## config.mk

```make
export PLATFORM = sky130hd
export DESIGN_NAME = id_stage_flat
export DESIGN_NICKNAME = d
export VERILOG_FILES = /design/src/rtl/id_stage_if.sv /design/src/rtl/id_stage.sv /design/src/flat_wrapper.sv
export SDC_FILE = /design/constraint.sdc
export NUM_CORES = 2
export LEC_CHECK = 0
export CORE_ASPECT_RATIO = 0.75
export CORE_MARGIN = 2
export CORE_UTILIZATION = 30
export DETAILED_ROUTE_END_ITERATION = 6
export GPL_TIMING_DRIVEN = 0
export SYNTH_ARGS = -nofsm -noshare
export SYNTH_HDL_FRONTEND = slang
export SYNTH_SLANG_ARGS = --single-unit
```

## constraint.sdc

```tcl
create_clock -name clk -period 77.9 [get_ports clk]
set_input_delay 19.475 -clock clk [delete_from_list [all_inputs] [get_ports clk]]
set_output_delay 19.475 -clock clk [all_outputs]
set_load 0.05 [all_outputs]
```

## src/rtl/id_stage_if.sv

```systemverilog
// ID stage bus: fetch inputs, hazard and writeback inputs, decode outputs.
// master drives fetch/EX/WB side, slave is the decode stage.
interface id_stage_if;
  logic [31:0] instr_in;
  logic [31:0] pc_in;
  logic        fetch_valid;
  logic        flush;
  logic        ex_mem_rd;
  logic [4:0]  ex_rd;
  logic        wb_reg_wr;
  logic [4:0]  wb_rd;
  logic [31:0] wb_data;

  logic        stall;
  logic [31:0] pc_out;
  logic [31:0] imm;
  logic [4:0]  rs1;
  logic [4:0]  rs2;
  logic [4:0]  rd;
  logic [6:0]  funct7;
  logic [2:0]  funct3;
  logic [31:0] val_a;
  logic [31:0] val_b;
  logic        alu_src_imm;
  logic        res_sel_pc;
  logic        mem_rd;
  logic        mem_wr;
  logic        reg_wr;
  logic        wb_sel_mem;
  logic        illegal;

  modport master (
    output instr_in, pc_in, fetch_valid, flush,
    output ex_mem_rd, ex_rd,
    output wb_reg_wr, wb_rd, wb_data,
    input  stall, pc_out, imm,
    input  rs1, rs2, rd, funct7, funct3,
    input  val_a, val_b,
    input  alu_src_imm, res_sel_pc,
    input  mem_rd, mem_wr, reg_wr,
    input  wb_sel_mem, illegal
  );

  modport slave (
    input  instr_in, pc_in, fetch_valid, flush,
    input  ex_mem_rd, ex_rd,
    input  wb_reg_wr, wb_rd, wb_data,
    output stall, pc_out, imm,
    output rs1, rs2, rd, funct7, funct3,
    output val_a, val_b,
    output alu_src_imm, res_sel_pc,
    output mem_rd, mem_wr, reg_wr,
    output wb_sel_mem, illegal
  );
endinterface

```

## src/rtl/id_stage.sv

```systemverilog
// RV32I decode stage: IF/ID latch, register file,
// immediate/control decode and load-use stall.
module id_stage #(
  parameter logic [31:0] NOP_INSTR = 32'h0000_0013,
  parameter logic [31:0] REG_INIT  = 32'h0000_0000
) (
  input  logic       clk,
  input  logic       rst,
  id_stage_if.slave  bus
);

  localparam logic [6:0] OPC_OP     = 7'b0110011;
  localparam logic [6:0] OPC_OPIMM  = 7'b0010011;
  localparam logic [6:0] OPC_LOAD   = 7'b0000011;
  localparam logic [6:0] OPC_STORE  = 7'b0100011;
  localparam logic [6:0] OPC_BRANCH = 7'b1100011;
  localparam logic [6:0] OPC_JAL    = 7'b1101111;
  localparam logic [6:0] OPC_JALR   = 7'b1100111;
  localparam logic [6:0] OPC_LUI    = 7'b0110111;
  localparam logic [6:0] OPC_AUIPC  = 7'b0010111;

  logic [31:0] instr_q, instr_d;
  logic [31:0] pc_q, pc_d;
  logic        valid_q, valid_d;
  logic [31:0] rf_q [32];

  logic [6:0]  opc;
  logic [4:0]  rs1_f, rs2_f;
  logic [31:0] imm_i, imm_s, imm_b, imm_u, imm_j;
  logic [31:0] imm_d;
  logic        known, use1, use2;
  logic        c_reg_wr, c_alu_imm, c_pc4;
  logic        c_mem_rd, c_mem_wr, c_wb_mem;
  logic        stall_w, bubble;
  logic [31:0] val_a_d, val_b_d;

  assign opc   = instr_q[6:0];
  assign rs1_f = instr_q[19:15];
  assign rs2_f = instr_q[24:20];

  // Latch next state: flush beats stall beats a fresh load.
  always_comb begin
    instr_d = instr_q;
    pc_d    = pc_q;
    valid_d = valid_q;
    if (bus.flush) begin
      instr_d = NOP_INSTR;
      pc_d    = bus.pc_in;
      valid_d = 1'b0;
    end else if (!stall_w) begin
      instr_d = bus.instr_in;
      pc_d    = bus.pc_in;
      valid_d = bus.fetch_valid;
    end
  end

  // IF/ID latch.
  always_ff @(posedge clk or posedge rst) begin
    if (rst) begin
      instr_q <= NOP_INSTR;
      pc_q    <= '0;
      valid_q <= 1'b0;
    end else begin
      instr_q <= instr_d;
      pc_q    <= pc_d;
      valid_q <= valid_d;
    end
  end

  // Register file write port, x0 never written.
  always_ff @(posedge clk or posedge rst) begin
    if (rst) begin
      for (int i = 0; i < 32; i++)
        rf_q[i] <= (i == 0) ? '0 : REG_INIT;
    end else if (bus.wb_reg_wr && bus.wb_rd != 5'd0) begin
      rf_q[bus.wb_rd] <= bus.wb_data;
    end
  end

  // Read ports with write-first bypass from WB.
  always_comb begin
    val_a_d = rf_q[rs1_f];
    val_b_d = rf_q[rs2_f];
    if (rs1_f == 5'd0)
      val_a_d = '0;
    else if (bus.wb_reg_wr && bus.wb_rd == rs1_f)
      val_a_d = bus.wb_data;
    if (rs2_f == 5'd0)
      val_b_d = '0;
    else if (bus.wb_reg_wr && bus.wb_rd == rs2_f)
      val_b_d = bus.wb_data;
  end

  assign imm_i = {{20{instr_q[31]}}, instr_q[31:20]};
  assign imm_s = {{20{instr_q[31]}}, instr_q[31:25],
                  instr_q[11:7]};
  assign imm_b = {{19{instr_q[31]}}, instr_q[31],
                  instr_q[7], instr_q[30:25],
                  instr_q[11:8], 1'b0};
  assign imm_u = {instr_q[31:12], 12'b0};
  assign imm_j = {{11{instr_q[31]}}, instr_q[31],
                  instr_q[19:12], instr_q[20],
                  instr_q[30:21], 1'b0};

  // Opcode decode: raw controls, immediate and operand usage.
  always_comb begin
    known     = 1'b1;
    use1      = 1'b0;
    use2      = 1'b0;
    imm_d     = '0;
    c_reg_wr  = 1'b0;
    c_alu_imm = 1'b0;
    c_pc4     = 1'b0;
    c_mem_rd  = 1'b0;
    c_mem_wr  = 1'b0;
    c_wb_mem  = 1'b0;
    unique case (opc)
      OPC_OP: begin
        c_reg_wr = 1'b1;
        use1     = 1'b1;
        use2     = 1'b1;
      end
      OPC_OPIMM: begin
        c_reg_wr  = 1'b1;
        c_alu_imm = 1'b1;
        use1      = 1'b1;
        imm_d     = imm_i;
      end
      OPC_LOAD: begin
        c_reg_wr  = 1'b1;
        c_alu_imm = 1'b1;
        c_mem_rd  = 1'b1;
        c_wb_mem  = 1'b1;
        use1      = 1'b1;
        imm_d     = imm_i;
      end
      OPC_STORE: begin
        c_mem_wr  = 1'b1;
        c_alu_imm = 1'b1;
        use1      = 1'b1;
        use2      = 1'b1;
        imm_d     = imm_s;
      end
      OPC_BRANCH: begin
        use1  = 1'b1;
        use2  = 1'b1;
        imm_d = imm_b;
      end
      OPC_JAL: begin
        c_reg_wr = 1'b1;
        c_pc4    = 1'b1;
        imm_d    = imm_j;
      end
      OPC_JALR: begin
        c_reg_wr  = 1'b1;
        c_pc4     = 1'b1;
        c_alu_imm = 1'b1;
        use1      = 1'b1;
        imm_d     = imm_i;
      end
      OPC_LUI, OPC_AUIPC: begin
        c_reg_wr  = 1'b1;
        c_alu_imm = 1'b1;
        imm_d     = imm_u;
      end
      default: known = 1'b0;
    endcase
  end

  // A load in EX whose rd feeds this instruction costs one bubble.
  assign stall_w = valid_q && bus.ex_mem_rd &&
                   (bus.ex_rd != 5'd0) &&
                   ((use1 && rs1_f == bus.ex_rd) ||
                    (use2 && rs2_f == bus.ex_rd)) &&
                   !bus.flush;
  assign bubble  = stall_w || !valid_q;

  assign bus.stall       = stall_w;
  assign bus.pc_out      = pc_q;
  assign bus.imm         = imm_d;
  assign bus.rs1         = rs1_f;
  assign bus.rs2         = rs2_f;
  assign bus.rd          = instr_q[11:7];
  assign bus.funct7      = instr_q[31:25];
  assign bus.funct3      = instr_q[14:12];
  assign bus.val_a       = val_a_d;
  assign bus.val_b       = val_b_d;
  assign bus.reg_wr      = c_reg_wr  && !bubble;
  assign bus.alu_src_imm = c_alu_imm && !bubble;
  assign bus.res_sel_pc  = c_pc4     && !bubble;
  assign bus.mem_rd      = c_mem_rd  && !bubble;
  assign bus.mem_wr      = c_mem_wr  && !bubble;
  assign bus.wb_sel_mem  = c_wb_mem  && !bubble;
  assign bus.illegal     = !known    && !bubble;

endmodule

```

## src/flat_wrapper.sv

```systemverilog
// flat-port wrapper written by rule: the top's interface ports become plain ports
module id_stage_flat 
#(
  parameter logic [31:0] NOP_INSTR = 32'h0000_0013,
  parameter logic [31:0] REG_INIT  = 32'h0000_0000
)
  (clk, rst, bus_instr_in, bus_pc_in, bus_fetch_valid, bus_flush, bus_ex_mem_rd, bus_ex_rd, bus_wb_reg_wr, bus_wb_rd, bus_wb_data, bus_stall, bus_pc_out, bus_imm, bus_rs1, bus_rs2, bus_rd, bus_funct7, bus_funct3, bus_val_a, bus_val_b, bus_alu_src_imm, bus_res_sel_pc, bus_mem_rd, bus_mem_wr, bus_reg_wr, bus_wb_sel_mem, bus_illegal);
  id_stage_if bus_i ();
  input  logic clk;
  input  logic rst;
  input wire logic [$bits(bus_i.instr_in)-1:0] bus_instr_in;
  input wire logic [$bits(bus_i.pc_in)-1:0] bus_pc_in;
  input wire logic [$bits(bus_i.fetch_valid)-1:0] bus_fetch_valid;
  input wire logic [$bits(bus_i.flush)-1:0] bus_flush;
  input wire logic [$bits(bus_i.ex_mem_rd)-1:0] bus_ex_mem_rd;
  input wire logic [$bits(bus_i.ex_rd)-1:0] bus_ex_rd;
  input wire logic [$bits(bus_i.wb_reg_wr)-1:0] bus_wb_reg_wr;
  input wire logic [$bits(bus_i.wb_rd)-1:0] bus_wb_rd;
  input wire logic [$bits(bus_i.wb_data)-1:0] bus_wb_data;
  output wire logic [$bits(bus_i.stall)-1:0] bus_stall;
  output wire logic [$bits(bus_i.pc_out)-1:0] bus_pc_out;
  output wire logic [$bits(bus_i.imm)-1:0] bus_imm;
  output wire logic [$bits(bus_i.rs1)-1:0] bus_rs1;
  output wire logic [$bits(bus_i.rs2)-1:0] bus_rs2;
  output wire logic [$bits(bus_i.rd)-1:0] bus_rd;
  output wire logic [$bits(bus_i.funct7)-1:0] bus_funct7;
  output wire logic [$bits(bus_i.funct3)-1:0] bus_funct3;
  output wire logic [$bits(bus_i.val_a)-1:0] bus_val_a;
  output wire logic [$bits(bus_i.val_b)-1:0] bus_val_b;
  output wire logic [$bits(bus_i.alu_src_imm)-1:0] bus_alu_src_imm;
  output wire logic [$bits(bus_i.res_sel_pc)-1:0] bus_res_sel_pc;
  output wire logic [$bits(bus_i.mem_rd)-1:0] bus_mem_rd;
  output wire logic [$bits(bus_i.mem_wr)-1:0] bus_mem_wr;
  output wire logic [$bits(bus_i.reg_wr)-1:0] bus_reg_wr;
  output wire logic [$bits(bus_i.wb_sel_mem)-1:0] bus_wb_sel_mem;
  output wire logic [$bits(bus_i.illegal)-1:0] bus_illegal;
  assign bus_i.instr_in = bus_instr_in;
  assign bus_i.pc_in = bus_pc_in;
  assign bus_i.fetch_valid = bus_fetch_valid;
  assign bus_i.flush = bus_flush;
  assign bus_i.ex_mem_rd = bus_ex_mem_rd;
  assign bus_i.ex_rd = bus_ex_rd;
  assign bus_i.wb_reg_wr = bus_wb_reg_wr;
  assign bus_i.wb_rd = bus_wb_rd;
  assign bus_i.wb_data = bus_wb_data;
  assign bus_stall = bus_i.stall;
  assign bus_pc_out = bus_i.pc_out;
  assign bus_imm = bus_i.imm;
  assign bus_rs1 = bus_i.rs1;
  assign bus_rs2 = bus_i.rs2;
  assign bus_rd = bus_i.rd;
  assign bus_funct7 = bus_i.funct7;
  assign bus_funct3 = bus_i.funct3;
  assign bus_val_a = bus_i.val_a;
  assign bus_val_b = bus_i.val_b;
  assign bus_alu_src_imm = bus_i.alu_src_imm;
  assign bus_res_sel_pc = bus_i.res_sel_pc;
  assign bus_mem_rd = bus_i.mem_rd;
  assign bus_mem_wr = bus_i.mem_wr;
  assign bus_reg_wr = bus_i.reg_wr;
  assign bus_wb_sel_mem = bus_i.wb_sel_mem;
  assign bus_illegal = bus_i.illegal;
  id_stage #(.NOP_INSTR(NOP_INSTR), .REG_INIT(REG_INIT)) u_core (.clk(clk), .rst(rst), .bus(bus_i));
endmodule
```

After elaboration in Yosys (flattened, before gate mapping):

Index checks and enable logic that the tools add are counted.

* register bits after elaboration: 1089
* input port bits: 112
* logic and storage cells: 118

* $lt $le $gt $ge: 4
* eq/ne operators: 14
* multiplexer cells: 28
* bitwise operators: 3
* reduce and logical (&&, ||, !) cells: 34

Operator list (count)
* $bwmux W1024: 1
* $mux W32: 13
* $bmux W32 S5: 2
* $demux W32 S5: 1
* $pmux W32 S5: 1
* $eq A7 B6 Y1 const B: 3
* $eq A7 B7 Y1 const B: 3
* $eq A5 B5 Y1: 4
* $ge A6 B6 Y1 const B: 3
* $not A5 Y6: 3
* $logic_and A1 B1 Y1: 16
* $eq A7 B5 Y1 const B: 2
* $reduce_or A6 Y1: 2
* $logic_not A5 Y1: 2
* $mux W1: 10
* $reduce_bool A5 Y1: 2
* $reduce_or A9 Y1: 1
* $eq A7 B2 Y1 const B: 1
* $reduce_or A7 Y1: 1
* $lt A6 B1 Y1 const B: 1
* $reduce_or A3 Y1: 2
* $logic_not A1 Y1: 4
* $reduce_or A2 Y1: 2
* $logic_or A1 B1 Y1: 2
* $ne A2 B2 Y1 const B: 1

Longest topological paths before layout:

* depth after elaboration: 10
* mapped depth: 9

Worst setup path after synthesis:

OpenSTA, ideal clock, no wires.

* path type: input -> output
* start: input port bus_ex_rd[3]
* end: output port bus_wb_sel_mem
* data arrival time: 22.301 ns
* data required time: 58.425 ns
* setup slack: 36.124 ns
* stages: 7
* buffers on the path: 1
* cell sequence: xnor2_1 > nand3_1 > a2111oi_4 > o21ai_4 > inv_2 > nor4_1 > buf_4

* word-level cells in the longest chain between the ends: 8

Ends and longest elaborated chain
* from (decl): RTL line flat_wrapper.sv:16 `input wire logic [$bits(bus_i.ex_rd)-1:0] bus_ex_rd;`
* $eq A5 B5 Y1 (on tied branches): RTL line id_stage.sv:173, id_stage.sv:174
* $logic_and A1 B1 Y1 (on tied branches): RTL line id_stage.sv:173, id_stage.sv:174
* $logic_or A1 B1 Y1: RTL line id_stage.sv:173 `((use1 && rs1_f == bus.ex_rd) ||`
* $logic_and A1 B1 Y1 *: RTL line id_stage.sv:172 `(bus.ex_rd != 5'd0) &&`
* $logic_and A1 B1 Y1 *: RTL line id_stage.sv:174 `(use2 && rs2_f == bus.ex_rd)) &&`
* named net bus_stall: RTL line flat_wrapper.sv:20 `output wire logic [$bits(bus_i.stall)-1:0] bus_stall;`
* $logic_or A1 B1 Y1 *: RTL line id_stage.sv:176 `assign bubble = stall_w || !valid_q;`
* $logic_not A1 Y1 *
* $logic_and A1 B1 Y1 *
* to (decl): RTL line flat_wrapper.sv:35 `output wire logic [$bits(bus_i.wb_sel_mem)-1:0] bus_wb_sel_mem;`

The timed path passes the listed nets; every way through them passes the cells marked *.

Final worst setup path:

* start: input port bus_wb_rd[2]
* end: output port bus_val_b[30]

* word-level cells in the longest chain between the ends: 4

Ends and longest elaborated chain
* from (decl): RTL line flat_wrapper.sv:18 `input wire logic [$bits(bus_i.wb_rd)-1:0] bus_wb_rd;`
* $eq A5 B5 Y1: RTL line id_stage.sv:90 `else if (bus.wb_reg_wr && bus.wb_rd == rs2_f)`
* $logic_and A1 B1 Y1: RTL line id_stage.sv:90
* $mux W32: RTL line id_stage.sv:90
* $mux W32: RTL line id_stage.sv:88 `if (rs2_f == 5'd0)`
* to (decl): RTL line flat_wrapper.sv:29 `output wire logic [$bits(bus_i.val_b)-1:0] bus_val_b;`

Every way passes these cells.

==> results.tsv <==
stage	metric	value	unit
outcome	status	finished, violations left	
outcome	failing checks	capacitance limit, slew limit	
grt	largest net degree at the start of global routing	125	
clocking	TritonCTS Buffers	116	
power	PwrDens	25.14	nW/um^2
timing	Final Hold Vio Count	0	
timing	crit share post-route	55.18	%
clocking	sinks on the clock net	1089	
hold_path	Hold Path Origin	u_core.rf_q[992]	
timing	worst-margin pin slew	1572	ps
yosys	Unique masters post-synth	64	
timing	Final Setup Violations	0	
timing	clk_skew	9.430	ps
timing	Hold WS	472.7	ps
hold_path	HP Class	register to register	
yosys	average size of a mapped cell	14.38	sq um
route	final wirelength	262900	um
placement	Placed Cells	6918	
clocking	Post-CTS Hold Buffers	0	
critical_path	Critical Path RT	58420	ps
route	Final ANT Viol Nets	0	
timing	RSZ-0062 raised after global routing	no	
floorplan	Die Wd	514.7	um
grt	GRT Residual Overflow	0	
timing	Slew Viols, Final	57	
critical_path	reg-to-reg setup timing slack	74310	ps
critical_path	worst reg2reg endpoint	u_core.instr_q[17]	
route	routed vias/inst	6.038	
critical_path	worst r2r path cells	5	
critical_path	crit path capture type	output port	
placement	Post-DP Area	64900	sq um
yosys	Area contributors post-synth	dfrtp_1 46%, mux2_2 19%, mux4_2 15%	
finish	share of cells above drive strength 1	41.56	%
floorplan	die height	387.0	um
clocking	worst-skew pair later-pin latency	760	ps
yosys	Ys Warns	0	
hold_path	WHS Path Cells	1	
power	leak pwr	0.02880	uW
clocking	Clk pin slew, worst setup/hold paths	60	ps
yosys	Mapped Area	58690	sq um
route	Detailed Routing Iterations Pass 1	6	
placement	Port Buffers	266	
route	WL per Instance	36.81	um
finish	Layout Cells excl Fill	7143	
grt	vias in the first global route	41917	
job	max cap viols	8	
clocking	H-tree Lvls	3	
power	VDD IR max	22.79	uV
floorplan	effective utilization at floorplan	30.21	%
yosys	ys async rst share	100.0	%
grt	gr usage total	25.72	%
grt	initial antenna violation count	21	
yosys	cell taking the most area after synthesis	dfrtp_1	
timing	FMAX	0.02327	GHz
yosys	Post-Syn Nets	4194	
yosys	Yosys reg bits	1089	
route	initial drt markers	5931	
clocking	Clock Tree Buf Depth	3	
route	via count	43127	
placement	Final HPWL DP	189200	um
clocking	CTS tree	built	
yosys	Gate Count Post-Synth	4082	
critical_path	Worst Setup SP	bus_wb_rd[2]	
yosys	sequential fraction of the synthesis area	46.44	%
critical_path	startpoint types	input port	
floorplan	core region area	194300	sq um
clocking	post_cts resized	0	
floorplan	Die ar.	199200	sq um
floorplan	Placement Rows	140	
finish	Layout area overhead	17.07	%
critical_path	RR Startpoint	u_core.instr_q[17]	
finish	Final Util	35.37	%
grt	first-pass GRT wire length	355300	um
floorplan	IO Count	273	
clocking	setup bufs post-CTS	0	
timing	minimum clock period	42980	ps
hold_path	hold endpoint	u_core.rf_q[992]	
critical_path	Worst Path Max Fanout	10	
placement	Final GP Congestion	1.010	
yosys	Main synth FF type	dfrtp_1	
finish	design area	68700	sq um
clocking	CTS root buffer	clkbuf_16	
critical_path	crit path kind	input port to output port	
yosys	Yosys top cell area share	46.31	%
critical_path	Arrival @ worst endpoint	23510	ps
timing	Setup Total Neg Slack	0	ps
yosys	EDFF count, synth	0	
route	DR DRC count	0	
finish	fin nets	4592	
timing	Max-slew headroom	-5.411	%
[synthesized netlist by cell type, types with 3 or more instances]
master and n:
nor2b_1 65, a2111oi_0 14, nor3b_1 19, inv_1 5, a221o_1 47, nor3_1 24, o21ai_0 36, mux4_2 403
a32o_1 19, a31oi_1 4, mux2_1 9, a22oi_1 45, a22o_1 7, o221a_2 3, a21o_1 20, buf_1 47
o22ai_1 69, dfrtp_1 1086, a221oi_1 60, o21bai_1 5, nand3_1 19, buf_4 56, mux2_4 55, xor2_1 8
nor4_1 3, mux2_2 1013, buf_6 6, and3_1 4, mux2i_1 265, a21oi_1 54, nor2_1 70, buf_2 145
nand2b_1 20, nand4b_1 3, or3_1 5, a211oi_1 47, and2_1 11, nand4_1 5, xnor2_1 12, nand2_1 36
dfstp_2 3, clkbuf_1 230
[report_power, final]
group / internal [uW] / switching [uW] / leakage (uW)
logic: 197 / 216 / 0.0130
registers: 669 / 80.2 / 0.0139
clock network: 314 / 251 / 0.00184
[sequential cells by signal, summed over array words and instances, names as in the netlist]
| name | flops |
|---|---|
| u_core.valid_q | 1 |
| u_core.rf_q | 1024 |
| u_core.instr_q | 32 |
| u_core.bus.pc_out | 32 |
[area by class of cell]
cell class	instances	area (sq um)
flip-flops and latches	1089	27250
inverters	8	37.54
multi-input cells	2500	29160
clock buffers	170	3398
diodes	20	50.05
fillers	18700	125600
clock inverters	35	334.1
well taps	2556	3198
repair buffers	280	3003
plain buffers	485	2268
[placed cells by master (no fill, tap or decap), drive strengths merged, types with 7 or more instances in the layout]
cell type,n
buf,268
a221o,47
a21o,20
a22oi,45
nor3b,19
mux2i,265
nand2,36
clkdlybuf4s50,266
clkbuf,401
a22o,7
inv,10
nand2b,20
a221oi,60
o22ai,69
xor2,8
diode,20
a21oi,54
dfrtp,1086
nor3,24
a211oi,47
mux4,403
nand3,20
nor2,70
a2111oi,15
mux2,1077
a32o,19
nor2b,65
and2,12
clkinv,25
xnor2,12
o21ai,38
[stage by stage]
stage,worst slack [ps],power (uW)
after floorplan,27770,1003
after global placement,13840,1141
after detailed placement,35170,1153
after CTS,35170,1714
after global routing,34990,1778
final,34920,1727
[critical path, cell delays in order]
cell             delay, ps
clkbuf_1               340
xor2_1                 130
nor4_1                 410
nand3_1                600
nor2_1                 670
buf_2                  560
a22o_1                 420
clkdlybuf4s50_1        870
[cell families (layout without fill, tap and decap cells)]
logic type | after synthesis | in the layout | synth area share (%)
simple gates | 293 | 293 | 2.689
xor+xnor | 20 | 20 | 0.2985
compound gates | 442 | 442 | 5.665
other cells | 0 | 20 | 0
mux | 1745 | 1745 | 41.00
buf+inv | 493 | 978 | 3.904
flops | 1089 | 1089 | 46.44
[worst max path at each step]
stage,slack (ps),end
3_5_place_dp,35170,bus_val_b[30]
6_report,34920,bus_val_b[30]
2_1_floorplan,27770,u_core.bus.pc_out[0]
5_1_grt,34990,bus_val_b[30]
3_3_place_gp,13840,u_core.rf_q[790]
4_1_cts,35170,bus_val_b[30]
[per-layer routing]
layer  GRT usage, %  up-vias  wire, um
met5              0        -        48
met3          13.41      594     39250
met1          34.04    23129    105400
met2          34.55     2914    104400
met4          11.23        6     13790
li1               -    16484         -
(Power assumes the default switching activity.)
